### config.mk
export PLATFORM = sky130hd
export DESIGN_NAME = lfsr_pattern_ctrl
export DESIGN_NICKNAME = d
export VERILOG_FILES = /design/src/rtl/lfsr_pkg.sv /design/src/rtl/lfsr_core_ld.sv /design/src/rtl/lfsr_pattern_ctrl.sv
export SDC_FILE = /design/constraint.sdc
export NUM_CORES = 1
export LEC_CHECK = 0
export ABC_AREA = 1
export CAP_MARGIN = 20
export CELL_PAD_IN_SITES_DETAIL_PLACEMENT = 1
export CELL_PAD_IN_SITES_GLOBAL_PLACEMENT = 1
export CORE_UTILIZATION = 32
export DETAILED_ROUTE_END_ITERATION = 8
export PLACE_DENSITY_LB_ADDON = 0.1
export SLEW_MARGIN = 5
export SYNTH_ARGS = -nofsm -noshare
export SYNTH_HDL_FRONTEND = slang
export SYNTH_SLANG_ARGS = --single-unit
export TNS_END_PERCENT = 1
### constraint.sdc
create_clock -name clk_i -period 1.2 [get_ports clk_i]
set_input_delay 0.12 -clock clk_i [delete_from_list [all_inputs] [get_ports clk_i]]
set_output_delay 0.12 -clock clk_i [all_outputs]
set_load 0.005 [all_outputs]
### src/rtl/lfsr_pkg.sv
`default_nettype none
// ============================================================================
// Module   : lfsr_pkg
// Purpose  : Shared definitions for the LFSR pattern controller: run-state
//            encoding and the Fibonacci LFSR step function.
// Contents : IDLE/RUN/DONE state codes, state_e enum, lfsr_step().
// Revision : 1.0 - initial release
// ============================================================================
package lfsr_pkg;

  // Widest LFSR the step helper supports; callers zero-extend into this.
  localparam int unsigned LFSR_WMAX = 32;

  localparam logic [1:0] IDLE = 2'd0;
  localparam logic [1:0] RUN  = 2'd1;
  localparam logic [1:0] DONE = 2'd2;

  typedef enum logic [1:0] {
    S_IDLE = IDLE,
    S_RUN  = RUN,
    S_DONE = DONE
  } state_e;

  // Pattern bit k (k = 1..n) lives at packed position [n-k], so bit 1 is the
  // MSB. A right shift in [1:n] terms is a numeric >> 1, and the feedback bit
  // enters at bit 1, i.e. packed position n-1. Bits at and above n must be 0.
  function automatic logic [LFSR_WMAX-1:0] lfsr_step(
    input logic [LFSR_WMAX-1:0] state,
    input logic [LFSR_WMAX-1:0] taps,
    input int unsigned          n
  );
    logic fb;
    fb = ^(state & taps);
    return (state >> 1) | (LFSR_WMAX'(fb) << (n - 1));
  endfunction

endpackage
`default_nettype wire

### src/rtl/lfsr_core_ld.sv
`default_nettype none
// ============================================================================
// Module   : lfsr_core_ld
// Purpose  : Fibonacci LFSR state register with run-time synchronous load.
// Ports    : clk_i, reset_i  - clock, synchronous active-high reset (q -> 0)
//            ld_i, d_i       - load d_i into the register (wins over en_i)
//            en_i            - advance one LFSR step
//            q_o             - current state
//            nxt_o           - state after one step from q_o
// Revision : 1.0 - initial release
// ============================================================================
module lfsr_core_ld
  import lfsr_pkg::*;
#(
  parameter int unsigned     N    = 3,
  parameter logic [N-1:0]    TAPS = 3'b011
) (
  input  logic         clk_i,
  input  logic         reset_i,
  input  logic         ld_i,
  input  logic         en_i,
  input  logic [N-1:0] d_i,
  output logic [N-1:0] q_o,
  output logic [N-1:0] nxt_o
);

  logic [N-1:0] state_q;
  logic [N-1:0] state_d;

  assign nxt_o = N'(lfsr_step(LFSR_WMAX'(state_q), LFSR_WMAX'(TAPS), N));

  always_comb begin
    state_d = state_q;
    if (ld_i) begin
      state_d = d_i;
    end else if (en_i) begin
      state_d = nxt_o;
    end
  end

  always_ff @(posedge clk_i) begin
    if (reset_i) begin
      state_q <= '0;
    end else begin
      state_q <= state_d;
    end
  end

  assign q_o = state_q;

endmodule
`default_nettype wire

### src/rtl/lfsr_pattern_ctrl.sv
`default_nettype none
// ============================================================================
// Module   : lfsr_pattern_ctrl
// Purpose  : Run controller for a Fibonacci LFSR pattern source. Loads a seed
//            on command and streams a programmable number of patterns over a
//            valid/ready interface, reporting done/abort/lock-up/wrap.
// Ports    : clk_i, reset_i          - clock, synchronous active-high reset
//            start_i, seed_i, count_i - command (sampled in IDLE only)
//            abort_i                  - stop current run (RUN only)
//            busy_o                   - high in RUN and DONE
//            out_valid_o/out_ready_i  - pattern handshake
//            out_data_o, pat_idx_o    - current pattern and its 0-based index
//            done_o                   - one-cycle end-of-command pulse
//            aborted_o, err_zero_seed_o - qualify done_o
//            wrapped_o                - sticky: sequence returned to the seed
// Revision : 1.0 - initial release
// ============================================================================
module lfsr_pattern_ctrl
  import lfsr_pkg::*;
#(
  parameter int unsigned  N    = 3,
  parameter logic [N-1:0] TAPS = 3'b011,
  parameter int unsigned  CW   = 16
) (
  input  logic          clk_i,
  input  logic          reset_i,
  input  logic          start_i,
  input  logic [N-1:0]  seed_i,
  input  logic [CW-1:0] count_i,
  input  logic          abort_i,
  output logic          busy_o,
  output logic          out_valid_o,
  input  logic          out_ready_i,
  output logic [N-1:0]  out_data_o,
  output logic [CW-1:0] pat_idx_o,
  output logic          done_o,
  output logic          aborted_o,
  output logic          err_zero_seed_o,
  output logic          wrapped_o
);

  state_e        state_q;
  logic [CW-1:0] remaining_q;
  logic [CW-1:0] idx_q;
  logic [N-1:0]  seed_q;
  logic          busy_q;
  logic          valid_q;
  logic          done_q;
  logic          aborted_q;
  logic          err_q;
  logic          wrapped_q;

  logic          lfsr_ld;
  logic          xfer;
  logic          last_xfer;
  logic [N-1:0]  lfsr_nxt;

  // Only an accepted, non-empty, non-zero-seed command seeds the LFSR.
  assign lfsr_ld   = (state_q == S_IDLE) && start_i && (seed_i != '0) && (count_i != '0);
  assign xfer      = (state_q == S_RUN) && valid_q && out_ready_i;
  assign last_xfer = xfer && (remaining_q == CW'(1));

  lfsr_core_ld #(
    .N    (N),
    .TAPS (TAPS)
  ) u_lfsr (
    .clk_i   (clk_i),
    .reset_i (reset_i),
    .ld_i    (lfsr_ld),
    .en_i    (xfer),
    .d_i     (seed_i),
    .q_o     (out_data_o),
    .nxt_o   (lfsr_nxt)
  );

  always_ff @(posedge clk_i) begin
    if (reset_i) begin
      state_q     <= S_IDLE;
      remaining_q <= '0;
      idx_q       <= '0;
      seed_q      <= '0;
      busy_q      <= 1'b0;
      valid_q     <= 1'b0;
      done_q      <= 1'b0;
      aborted_q   <= 1'b0;
      err_q       <= 1'b0;
      wrapped_q   <= 1'b0;
    end else begin
      done_q <= 1'b0;
      unique case (state_q)
        S_IDLE: begin
          if (start_i) begin
            seed_q      <= seed_i;
            remaining_q <= count_i;
            idx_q       <= '0;
            wrapped_q   <= 1'b0;
            aborted_q   <= 1'b0;
            err_q       <= 1'b0;
            busy_q      <= 1'b1;
            if (seed_i == '0) begin
              // All-zero state locks the LFSR; reject even when count is 0.
              err_q   <= 1'b1;
              done_q  <= 1'b1;
              state_q <= S_DONE;
            end else if (count_i == '0) begin
              done_q  <= 1'b1;
              state_q <= S_DONE;
            end else begin
              valid_q <= 1'b1;
              state_q <= S_RUN;
            end
          end
        end
        S_RUN: begin
          if (xfer) begin
            idx_q       <= idx_q + CW'(1);
            remaining_q <= remaining_q - CW'(1);
            // Back at the seed with patterns still owed: the period repeats.
            if ((lfsr_nxt == seed_q) && (remaining_q != CW'(1))) begin
              wrapped_q <= 1'b1;
            end
          end
          // A final transfer wins over a coincident abort.
          if (last_xfer) begin
            valid_q <= 1'b0;
            done_q  <= 1'b1;
            state_q <= S_DONE;
          end else if (abort_i) begin
            aborted_q <= 1'b1;
            valid_q   <= 1'b0;
            done_q    <= 1'b1;
            state_q   <= S_DONE;
          end
        end
        S_DONE: begin
          busy_q  <= 1'b0;
          state_q <= S_IDLE;
        end
        default: begin
          busy_q  <= 1'b0;
          valid_q <= 1'b0;
          state_q <= S_IDLE;
        end
      endcase
    end
  end

  assign busy_o          = busy_q;
  assign out_valid_o     = valid_q;
  assign pat_idx_o       = idx_q;
  assign done_o          = done_q;
  assign aborted_o       = aborted_q;
  assign err_zero_seed_o = err_q;
  assign wrapped_o       = wrapped_q;

endmodule
`default_nettype wire
== Yosys cells after proc, flatten, opt, wreduce, memory -nomap -nowiden ==
Cells that the tools add are included.
Cells by class
  equal/unequal tests: 13
  reduce and logical (&&, ||, !) cells: 22
  bitwise gates (word level): 3
  add/subtract/negate cells: 2
  multiplexer cells: 36
Operators with widths (count)
  $mux W16: 4
  $pmux W16 S2: 2
  $reduce_xor A32 Y1: 1
  $mux W1: 17
  $add A16 B1 Y16 const B: 1
  $eq A16 B1 Y1 const B: 1
  $logic_not A16 Y1: 1
  $ne A16 B1 Y1 const B: 1
  $reduce_bool A16 Y1: 1
  $sub A16 B1 Y16 const B: 1
  $ne A2 B2 Y1 const B: 6
  $mux W2: 5
  $pmux W1 S2: 4
  $reduce_and A4 Y1: 2
  $logic_and A1 B1 Y1: 7
  $mux W3: 2
  $reduce_and A2 Y1: 3
  $reduce_and A5 Y1: 1
  $pmux W2 S2: 1
  $reduce_bool A2 Y1: 2
  $eq A3 B3 Y1: 1
  $logic_not A3 Y1: 1
  $ne A3 B3 Y1 const B: 1
  $or A2 B3 Y3: 1
  other kinds (8): 9
Storage, ports and cells
  input port bits: 24
  word-level logic and storage cells: 87
  bits in registers: 46

== Logic depth before layout (Yosys ltp) ==
Gate-level depths: netlist of run 1.
  depth after elaboration: 7
  mapped depth: 11
  mapped depth without buffers: 11

== Modules after synthesis ==
A second synthesis of run 1 with hierarchy kept.
Second synthesis, totals
  cell total of the unflattened synthesis: 416
  area, all modules: 2700.1 µm²
By module, submodules not included
  lfsr_pattern_ctrl: cells an instance 384, area an instance 2512.4 µm², instances 1, seq. area each 860.8 µm²
  lfsr_core_ld: cells an instance 32, area an instance 187.7 µm², instances 1, seq. area each 60.1 µm²

== Least setup slack after synthesis of run 1 ==
No wires, ideal clock.
  path type: reg2reg
  start point: register remaining_q[0]
  end point: register remaining_q[10]
  required time: 1.136 ns
  cell stages (with the launch flop): 11
  library setup time: 0.064 ns
  clock period less this slack: 1.360 ns
  slack: -0.160 ns
  arrival time: 1.297 ns
  cells stage by stage: dfxtp_1 > inv_1 > ha_1 > nand2_1 > nor2_1 > inv_1 > nor2_1 > nor2_1 > o21ai_0 > nand2_1 > nor2_1
On the way
  word-level cells in the longest chain between the ends: 3
RTL lines
  from (decl): RTL line lfsr_pattern_ctrl.sv:43  | logic [CW-1:0] remaining_q;
  from (signal assigned): RTL line lfsr_pattern_ctrl.sv:94  | remaining_q <= count_i;
  from (signal assigned): RTL line lfsr_pattern_ctrl.sv:117  | remaining_q <= remaining_q - CW'(1);
  $sub A16 B1 Y16: RTL line lfsr_pattern_ctrl.sv:117
  $mux W16: RTL line lfsr_pattern_ctrl.sv:115  | if (xfer) begin
  $pmux W16 S2: RTL line lfsr_pattern_ctrl.sv:90  | unique case (state_q)
Every way passes these cells. The select of a mux whose other input is x is not followed.
A chain may end at the register's enable or synchronous reset.

== Final worst setup path of run 1 ==
  start point: register remaining_q[1]
  end point: register valid_q (netlist: out_valid_o)
On the way
  word-level cells in the longest chain between the ends: 4
  elaborated cells between the ends (all ways): 6
RTL lines
  $eq A16 B1 Y1 *: RTL line lfsr_pattern_ctrl.sv:61  | assign last_xfer = xfer && (remaining_q == CW'(1));
  $logic_and A1 B1 Y1 *: RTL line lfsr_pattern_ctrl.sv:61
  $ne A3 B3 Y1 (no source line) or $mux W1 (tied branches)
  $reduce_and A5 Y1 (no source line) or $pmux W1 S3 (tied branches)
  to (signal assigned): RTL line lfsr_pattern_ctrl.sv:83  | valid_q <= 1'b0;
  to (signal assigned): RTL line lfsr_pattern_ctrl.sv:109  | valid_q <= 1'b1;
  to (signal assigned): RTL line lfsr_pattern_ctrl.sv:125  | valid_q <= 1'b0;
  to (decl): RTL line lfsr_pattern_ctrl.sv:47  | logic valid_q;
Mark *: on every way between the ends. The rest lies on a longest branch, timed or not.

==> results of run 1 <==
==> state kept, by name (all words and copies together) (netlist names) <==
register and cells:
pat_idx_o 16, remaining_q 16, seed_q 3, u_lfsr.q_o 3, state_q 2, aborted_o 1, busy_o 1, done_o 1
err_zero_seed_o 1, out_valid_o 1, wrapped_o 1
==> layout make-up <==
| cell class | instances | share of cell area, % |
|---|---|---|
| inverter | 47 | 4.49 |
| multi-input combinational | 286 | 38.5 |
| tap | 99 | 3.07 |
| timing repair buffer | 130 | 27.9 |
| clock inverter | 1 | 0.124 |
| sequential | 46 | 23.8 |
| clock buffer | 7 | 2.14 |
==> Yosys cell counts (4+ instances only) <==
cell type and number:
nand4_1 7, a21oi_1 39, xor2_1 5, inv_1 44, nor2_4 4, nor2_2 4
o21ai_0 27, dfxtp_1 46, nand3_1 31, nor2_1 56, nand2_1 86
==> how the worst max path moves through the flow <==
stage                                start                           to  slack [ns]  cells after the start
6_report       remaining_q[1]$_SDFFE_PP0P_     out_valid_o$_SDFFE_PP0P_       -0.26                     10
5_1_grt        remaining_q[1]$_SDFFE_PP0P_     out_valid_o$_SDFFE_PP0P_       -0.33                     10
4_1_cts        remaining_q[1]$_SDFFE_PP0P_            done_o$_SDFF_PP0_       -0.25                     10
3_5_place_dp                   out_ready_i   pat_idx_o[14]$_SDFFE_PP0P_       -0.47                     12
3_3_place_gp                   out_ready_i   pat_idx_o[14]$_SDFFE_PP0P_       -0.40                     12
2_1_floorplan      state_q[1]$_SDFFE_PP0P_  remaining_q[1]$_SDFFE_PP0P_       -0.11                      7
==> metrics by stage <==
step	total power, mW	worst slack, ns	hold slack [ns]
after global placement	3.05	-0.405	0.448
after global routing	4.48	-0.331	0.477
after detailed placement	3.10	-0.468	0.454
final	4.24	-0.256	0.452
after floorplan	2.37	-0.109	0.264
after CTS	4.19	-0.249	0.453
==> worst max-delay path, delay by kind of cell, from the launching register on <==
kind	cells	cell delay, ns
adder cells (fa/ha/maj)	1	0.13
buffers and inverters	2	0.10
AO/OA/AOI/OAI	2	0.31
AND/OR/NAND/NOR	5	0.50
flip-flops	1	0.35
==> per-layer routing <==
| metal | GRT usage [%] | up-vias |
|---|---|---|
| met5 | 0 | - |
| met4 | 5.51 | 0 |
| met3 | 3.11 | 7 |
| met2 | 38.3 | 51 |
| met1 | 28.4 | 1421 |
| li1 | - | 1512 |
==> timing repair <==
action | CTS | global route
gates resized for setup | 85 | 23
hold endpoints to repair | 0 | 0
hold buffers | 0 | 0
endpoints found under the setup margin | 70 | 46
pin swaps | 6 | 9
buffers inserted | 0 | 0
==> where the power goes <==
group	internal (mW)	switching, mW	total (mW)	leakage [nW]
clock network	0.467	0.563	1.03	0.0482
logic	0.711	0.765	1.48	1.45
registers	1.64	0.0953	1.73	0.390
total	2.81	1.42	4.24	1.88
==> kinds of logic after synthesis <==
family	count (synthesis)	synth area share, %
adder cells (fa/ha/maj)	3	1.49
flip-flops	46	36.6
AND/OR/NAND/NOR	200	35.2
AO/OA/AOI/OAI	76	15.9
buffers and inverters	55	8.45
XOR/XNOR	7	2.43
==> results.toml, run 1 <==
[drt]
first_iter_violations = 85
vias = 2991
met3_wirelength_um = 268
dr_wl_met2_um = 4310
drt_wl_total_um = 8840
met1_length_um = 4170
via_per_inst = 4.86
drc = 0
ant_nets = 0
dr.max_layer_used = "met4"
wl_per_cell_um = 14.4
firstDrtPassIters = 5

[sta]
relSlewSlack_pct = 80.8
worst_pin_slew_ns = 0.287
hold_viol = 0
finalSetupTns_ns = -4.69
fin_crit_sh_pct = 121
rsz0062_at_grt = "true"
fin_skew_ns = 0.00973
period_needed_ns = 1.46
fin_ws_ns = -0.256
setup_viol = 40
max_freq_mhz = 687
drv_slew = 0

[critical_path]
r2r_setup_slack_ns = -0.26
cp-start-kind = "flip-flop"
timing.rr.start = "remaining_q[1]$_SDFFE_PP0P_"
timing.rr.end = "out_valid_o$_SDFFE_PP0P_"
arrival_ns = 1.69
cpPeakStageDelay_ns = 0.35
crit_required_ns = 1.44
slowest_stage = "dfxtp_2"
crit_chain = "inv_4 -> ha_4 -> inv_2 -> nor2_2 -> nand2_1 -> nor2_2 -> nand3_2 -> a21oi_2 -> nand2_1 -> a21oi_1"
end_kind = "flip-flop"
reg2reg_depth = 10
cp_max_fo = 3
path_class = "flip-flop to flip-flop"

[cells_and_area]
drive_above_1_share_pct = 34.0
utilization_pct = 54.2
final_nets = 543
seq_area_um2 = 962
multiInputGateArea_um2 = 1550
n_antenna_cell = 0
final_cell_mix = "82 x nand2_1, 77 x buf_4, 40 x nor2_1"
final_cells = 616
final_cell_area_um2 = 4040
layout_commonest_cell = "nand2_1"
syn_to_final_growth_pct = 60.3
n_fill_cell = 976

[logic_synthesis]
avgSynthCellArea_um2 = 6.51
yosys_warnings = 0
synth_ff_type = "dfxtp_1"
synth-edff-count = 0
synth_top_cell_by_area = "dfxtp_1"
ys_seq_elements = 46
seq_area_frac_synth_pct = 36.6
postSynthCellCount = 387
syn_area_um2 = 2520
synth_area_leaders = "dfxtp_1 37%, nand2_1 13%, nor2_1 8.3%"
synth_cell_types = 30
syn-num-nets = 414
async_flop_share_pct = 0
synth_top_area_share_pct = 36.6

[global_routing]
grt_max_degree = 14
antenna_found_initial = 0
grt-ovfl-total = 0
grt_usage_pct = 22.0
grt_pass1_wl_um = 14600
grt_pass1_vias = 3055

[clock_network]
clockBufferDepth = 2
cts_sinks = 46
cts_tree = "built"
path_clk_slew_ns = 0.09
numCtsBuffers = 5
clk_latency_ns = 0.30
cts_max_level = 2
cts_root_buf = "clkbuf_8"

[hold_path]
worstHoldStart = "aborted_o$_SDFFE_PP0P_"
hold_depth = 2
min_path_type = "flip-flop to flip-flop"
whs_endpoint = "aborted_o$_SDFFE_PP0P_"

[die]
die-area_um2 = 8230
die_w_um = 90.7
coreArea_um2 = 7450
fp-row-count = 31
die_h_um = 90.7
io_pins = 49
start_util_pct = 33.8

[pwr]
vdd_drop_max_uv = 596
powerDensity_nw_per_um2 = 1050
leakagePower_nw = 1.88

[placed_design]
port_buffers = 48
dpl.hpwl_um = 6730
dpl_cell_area_um2 = 3780
placed_cells = 608
finalWeightedCongestion = 0.835

[run_status]
status = "finished with violations"
violations = "setup timing"

[job]
cap_violations = 0
No activity file was read; power rests on OpenSTA's default activity.
==> run 2: changes to the inputs <==
--- a/config.mk
+++ b/config.mk
@@ -9,11 +9,13 @@
 export CAP_MARGIN = 20
 export CELL_PAD_IN_SITES_DETAIL_PLACEMENT = 1
 export CELL_PAD_IN_SITES_GLOBAL_PLACEMENT = 1
-export CORE_UTILIZATION = 32
+export CORE_UTILIZATION = 33
+export CTS_CLUSTER_DIAMETER = 200
 export DETAILED_ROUTE_END_ITERATION = 8
 export PLACE_DENSITY_LB_ADDON = 0.1
 export SLEW_MARGIN = 5
 export SYNTH_ARGS = -nofsm -noshare
 export SYNTH_HDL_FRONTEND = slang
+export SYNTH_HIERARCHICAL = 1
 export SYNTH_SLANG_ARGS = --single-unit
 export TNS_END_PERCENT = 1
==> constraint.sdc (replaced) <==
create_clock -name clk_i -period 1.2 [get_ports clk_i]
set_input_delay 0.3 -clock clk_i [delete_from_list [all_inputs] [get_ports clk_i]]
set_output_delay 0.3 -clock clk_i [all_outputs]
set_load 0.005 [all_outputs]
==> results.toml, run 2 <==
[sta]
drv_slew = 0
fin_ws_ns = -0.272
finalSetupTns_ns = -5.86
relSlewSlack_pct = 81.8
hold_viol = 0
period_needed_ns = 1.47
fin_skew_ns = 0.00895
rsz0062_at_grt = "true"
setup_viol = 41
worst_pin_slew_ns = 0.273
hold_ws_ns = 0.417
fin_crit_sh_pct = 123
max_freq_mhz = 680

[clock_network]
numCtsBuffers = 5
cts_sinks = 46
cts_root_buf = "clkbuf_8"
clockBufferDepth = 2
clk_latency_ns = 0.31
cts_max_level = 2
path_clk_slew_ns = 0.09
cts_hold_buf = 0
cts_tree = "built"

[pwr]
seq_power_share_pct = 38.0
pwr-share-comb_pct = 34.8
internal-power_mw = 3.05
vdd_drop_max_uv = 479
power_switching_mw = 1.46
leakagePower_nw = 2.10
netSwitchingFraction_pct = 32.4
clkPwrFrac_pct = 27.3
powerDensity_nw_per_um2 = 999

[cells_and_area]
n_antenna_cell = 0
final_cell_mix = "103 x buf_4, 96 x nand2_1, 39 x inv_1"
drive_above_1_share_pct = 40.1
n_fill_cell = 1023
layout_commonest_cell = "buf_4"
syn_to_final_growth_pct = 67.4
final_cells = 675
final_nets = 600
utilization_pct = 57.9

[logic_synthesis]
postSynthCellCount = 416
syn-num-nets = 443
async_flop_share_pct = 0
synth_top_area_share_pct = 34.1
synth_mux_area_share_pct = 0
synth_cell_types = 39
synth_compound_area_share_pct = 15.0
syn_area_um2 = 2700
synth_ff_type = "dfxtp_1"
synth_top_cell_by_area = "dfxtp_1"
synthSimpleGateAreaFrac_pct = 36.4
ys_seq_elements = 46
yosys_warnings = 6
synth_top_family_by_area = "simple AND/OR/NAND/NOR gates"
avgSynthCellArea_um2 = 6.49
synth_commonest_cells = "102 x nand2_1, 53 x nor2_1, 46 x dfxtp_1"
yosys.cell_count.top_type = "nand2_1"
synthAdderAreaFrac_pct = 1.39
synth_area_leaders = "dfxtp_1 34%, nand2_1 14%, a21oi_1 7.4%"
synth-edff-count = 0
synth_xor_area_share_pct = 2.92
seq_area_frac_synth_pct = 34.1

[drt]
vias = 3371
wl_per_cell_um = 15.8
via_per_inst = 4.99
drc = 0
drt_wl_total_um = 10700
first_iter_violations = 90
ant_nets = 0
firstDrtPassIters = 4

[hold_path]
min_path_type = "input port to flip-flop"
whs_endpoint = "remaining_q[0]$_SDFFE_PP0P_"
hold_depth = 3
worstHoldStart = "count_i[0]"

[critical_path]
path_class = "input port to flip-flop"
crit_required_ns = 1.45
reg2reg_depth = 7
end_kind = "flip-flop"
r2r_setup_slack_ns = -0.22
timing.rr.end = "pat_idx_o[9]$_SDFFE_PP0P_"
arrival_ns = 1.72
timing.rr.start = "pat_idx_o[2]$_SDFFE_PP0P_"
cp_max_fo = 6
cp-start-kind = "input port"

[placed_design]
dpl.hpwl_um = 7010
finalWeightedCongestion = 0.829
dpl_worst_slack_ns = -0.717
placed_cells = 646
port_buffers = 48

[run_status]
violations = "setup timing"
status = "finished with violations"

[die]
start_util_pct = 34.6
die_w_um = 92.5
io_pins = 49
fp-row-count = 32
die_h_um = 92.5
die-area_um2 = 8550
coreArea_um2 = 7810

[global_routing]
grt-ovfl-total = 0
grt_usage_pct = 23.7
grt_pass1_wl_um = 16200
grt_max_degree = 18
grt_pass1_vias = 3352
antenna_found_initial = 0

[job]
cap_violations = 0
## run 2: final cells by class
type                    instances  area [um^2]  share of cell area (%)
well taps                     102          128                    2.82
clock inverters                 1         30.0                   0.664
clock buffers                   6         82.6                    1.83
inverters                      52          215                    4.76
multi-input cells             306         1730                    38.4
repair buffers                162         1360                    30.2
flip-flops and latches         46          967                    21.4
## run 2: logic make-up after synthesis
logic type,after synthesis
AO/OA/AOI/OAI,76
XOR/XNOR,9
buffers and inverters,64
AND/OR/NAND/NOR,218
flip-flops,46
adder cells (fa/ha/maj),3
## run 2: what timing repair did
action	CTS	global route
pin swaps	17	18
gates resized for setup	103	83
buffers inserted	16	6
endpoints found under the setup margin	71	65
## run 2: routing by layer
layer	GRT usage [%]	up-vias	wire length, um
met3	2.96	17	290
met5	0	-	0
met4	6.64	0	194
met2	41.0	67	5400
li1	-	1655	-
met1	30.8	1632	4780
## run 2: how the worst max path moves through the flow
stage,start,to,cells past startpoint
2_1_floorplan,pat_idx_o[1]$_SDFFE_PP0P_,pat_idx_o[8]$_SDFFE_PP0P_,7
3_3_place_gp,count_i[10],u_lfsr/q_o[0]$_SDFFE_PP0P_,12
3_5_place_dp,count_i[6],u_lfsr/q_o[1]$_SDFFE_PP0P_,12
4_1_cts,out_ready_i,pat_idx_o[14]$_SDFFE_PP0P_,10
5_1_grt,pat_idx_o[3]$_SDFFE_PP0P_,pat_idx_o[14]$_SDFFE_PP0P_,8
6_report,count_i[14],u_lfsr/q_o[1]$_SDFFE_PP0P_,12
## run 2: critical path: stages
cell and delay (ns):
clkdlybuf4s50_1 0.40, inv_1 0.09, nand3_2 0.10, nor2_2 0.16
nand2_2 0.10, nand3_2 0.12, inv_4 0.07, nor2_4 0.13
nand2_1 0.06, nand3_1 0.06, nand2_1 0.06, inv_1 0.07
## run 2: power by group through the flow
stage          Clock, mW  Combinational, mW  Sequential [mW]
2_1_floorplan          0              0.651             1.74
3_3_place_gp           0               1.29             1.73
3_5_place_dp           0               1.33             1.74
4_1_cts             1.27               1.40             1.70
5_1_grt             1.34               1.71             1.72
6_report            1.23               1.57             1.71
## run 2: metrics by stage
stage	power [mW]	area, um^2
6_report	4.52	4520
5_1_grt	4.77	4520
4_1_cts	4.37	4280
3_5_place_dp	3.07	3960
3_3_place_gp	3.02	3960
2_1_floorplan	2.39	2730
==> run 3: changes to the inputs <==
--- a/config.mk
+++ b/config.mk
@@ -12,7 +12,7 @@
 export CORE_UTILIZATION = 33
 export CTS_CLUSTER_DIAMETER = 200
 export DETAILED_ROUTE_END_ITERATION = 8
-export PLACE_DENSITY_LB_ADDON = 0.1
+export PLACE_DENSITY = 0.81
 export SLEW_MARGIN = 5
 export SYNTH_ARGS = -nofsm -noshare
 export SYNTH_HDL_FRONTEND = slang
==> results.toml, run 3 (same netlist as run 2, synthesis figures left out) <==
[run_status]
status = "finished with violations"
violations = "setup timing"

[global_routing]
met3_usage_pct = 4.60
grt_pass1_vias = 3663
grt_max_degree = 19
grt-ovfl-total = 0
grt_usage_pct = 27.9
grt_util_met1_pct = 33.1
antenna_found_initial = 0
groute.layer.met2.usage_pct = 49.7
grt_busiest_layer = "met2"
grt_pass1_wl_um = 18700

[cells_and_area]
seq_area_um2 = 968
drive_above_1_share_pct = 45.0
final_nets = 599
n_antenna_cell = 0
multiInputGateArea_um2 = 1880
syn_to_final_growth_pct = 72.8
final_cell_mix = "106 x buf_4, 90 x nand2_1, 33 x inv_1"
final_cell_area_um2 = 4660
n_fill_cell = 976
utilization_pct = 59.7
layout_commonest_cell = "buf_4"

[critical_path]
crit_required_ns = 1.39
cp-start-kind = "flip-flop"
arrival_ns = 1.83
end_kind = "flip-flop"
path_class = "flip-flop to flip-flop"
cp_max_fo = 18
reg2reg_depth = 9

[sta]
fin_crit_sh_pct = 137
fin_skew_ns = 0.0139
worst_pin_slew_ns = 0.369
hold_viol = 0
drv_slew = 0
fin_ws_ns = -0.442
rsz0062_at_grt = "true"
setup_viol = 58
relSlewSlack_pct = 75.3
max_freq_mhz = 609
finalSetupTns_ns = -9.90
period_needed_ns = 1.64

[placed_design]
dpl_cell_area_um2 = 3940
finalWeightedCongestion = 0.852
dpl_worst_slack_ns = -0.772
port_buffers = 48
dpl.hpwl_um = 7140

[clock_network]
numCtsBuffers = 5
clk_latency_ns = 0.32
cts_tree = "built"
cts_sinks = 46
clockBufferDepth = 2
path_clk_slew_ns = 0.10
cts_hold_buf = 0
cts_root_buf = "clkbuf_8"
cts_max_level = 2

[pwr]
leakagePower_nw = 2.20
power_mw = 4.55
vdd_drop_max_uv = 541
powerDensity_nw_per_um2 = 976

[drt]
vias = 3798
wl_per_cell_um = 21.4
first_iter_violations = 245
drt_wl_total_um = 14500
ant_nets = 0
drc = 0
firstDrtPassIters = 5
via_per_inst = 5.63

[die]
start_util_pct = 34.6
die-area_um2 = 8550
io_pins = 49
coreArea_um2 = 7810
die_h_um = 92.5
fp-row-count = 32
die_w_um = 92.5

[hold_path]
min_path_type = "input port to flip-flop"
hold_depth = 4

[job]
cap_violations = 0
-- run 3: cell count changes in the layout (fill, tap and decap cells not counted), moves of 6 or more --
cell / previous run / this run
nor2_4: 5 / 16
nor2_1: 36 / 27
inv_2: 6 / 12
dlymetal6s2s_1: 2 / 11
nand2_2: 3 / 12
inv_1: 39 / 33
nand3_1: 27 / 19
nand2_1: 96 / 90
clkdlybuf4s15_1: 18 / 12
nand3_2: 4 / 11
-- run 3: area by class of cell --
cell class	instances	area share [%]
Tap cell	102	2.74
Timing Repair Buffer	161	29.6
Clock inverter	2	0.295
Inverter	52	4.67
Multi-Input combinational cell	306	40.4
Clock buffer	6	1.56
Sequential cell	46	20.8
-- run 3: final timing paths --
path                            start                          end  slack, ns
max reg2reg  out_valid_o$_SDFFE_PP0P_  remaining_q[7]$_SDFFE_PP0P_      -0.44
min                        count_i[1]  remaining_q[1]$_SDFFE_PP0P_       0.39
min reg2reg    seed_q[2]$_SDFFE_PP0P_       seed_q[2]$_SDFFE_PP0P_       0.52
max          out_valid_o$_SDFFE_PP0P_  remaining_q[7]$_SDFFE_PP0P_      -0.44
-- run 3: metal layers --
metal	share of wire (%)	wire length, um
met2	52	7480
met3	4.7	681
met4	4.1	598
met5	0	0
met1	39	5700
-- run 3: worst max-delay path, cell delays in order, from the launching register on --
cell and delay [ns]:
dfxtp_2 0.34, buf_4 0.13, nand2_2 0.08, inv_2 0.05
nand2_4 0.08, nand2_8 0.10, buf_4 0.16, buf_12 0.15
o21ai_0 0.28, a21oi_1 0.12
-- run 3: per-stage QoR --
step                hold slack (ns)  cells
detailed placement            0.462    642
CTS                           0.470    668
global placement              0.443    642
global route                  0.437    675
floorplan                     0.369    416
finish                        0.387    675
-- run 3: timing repair --
action                     4_1_cts  5_1_grt
pin swaps                       16       28
gates resized for setup        128       95
setup endpoints to repair       70       62
buffers inserted                18        7
-- run 3: power breakdown --
group / leakage, nW / internal (mW) / switching [mW]
Combinational: 1.76 / 0.773 / 0.991
Clock: 0.0452 / 0.414 / 0.632
Sequential: 0.391 / 1.63 / 0.112
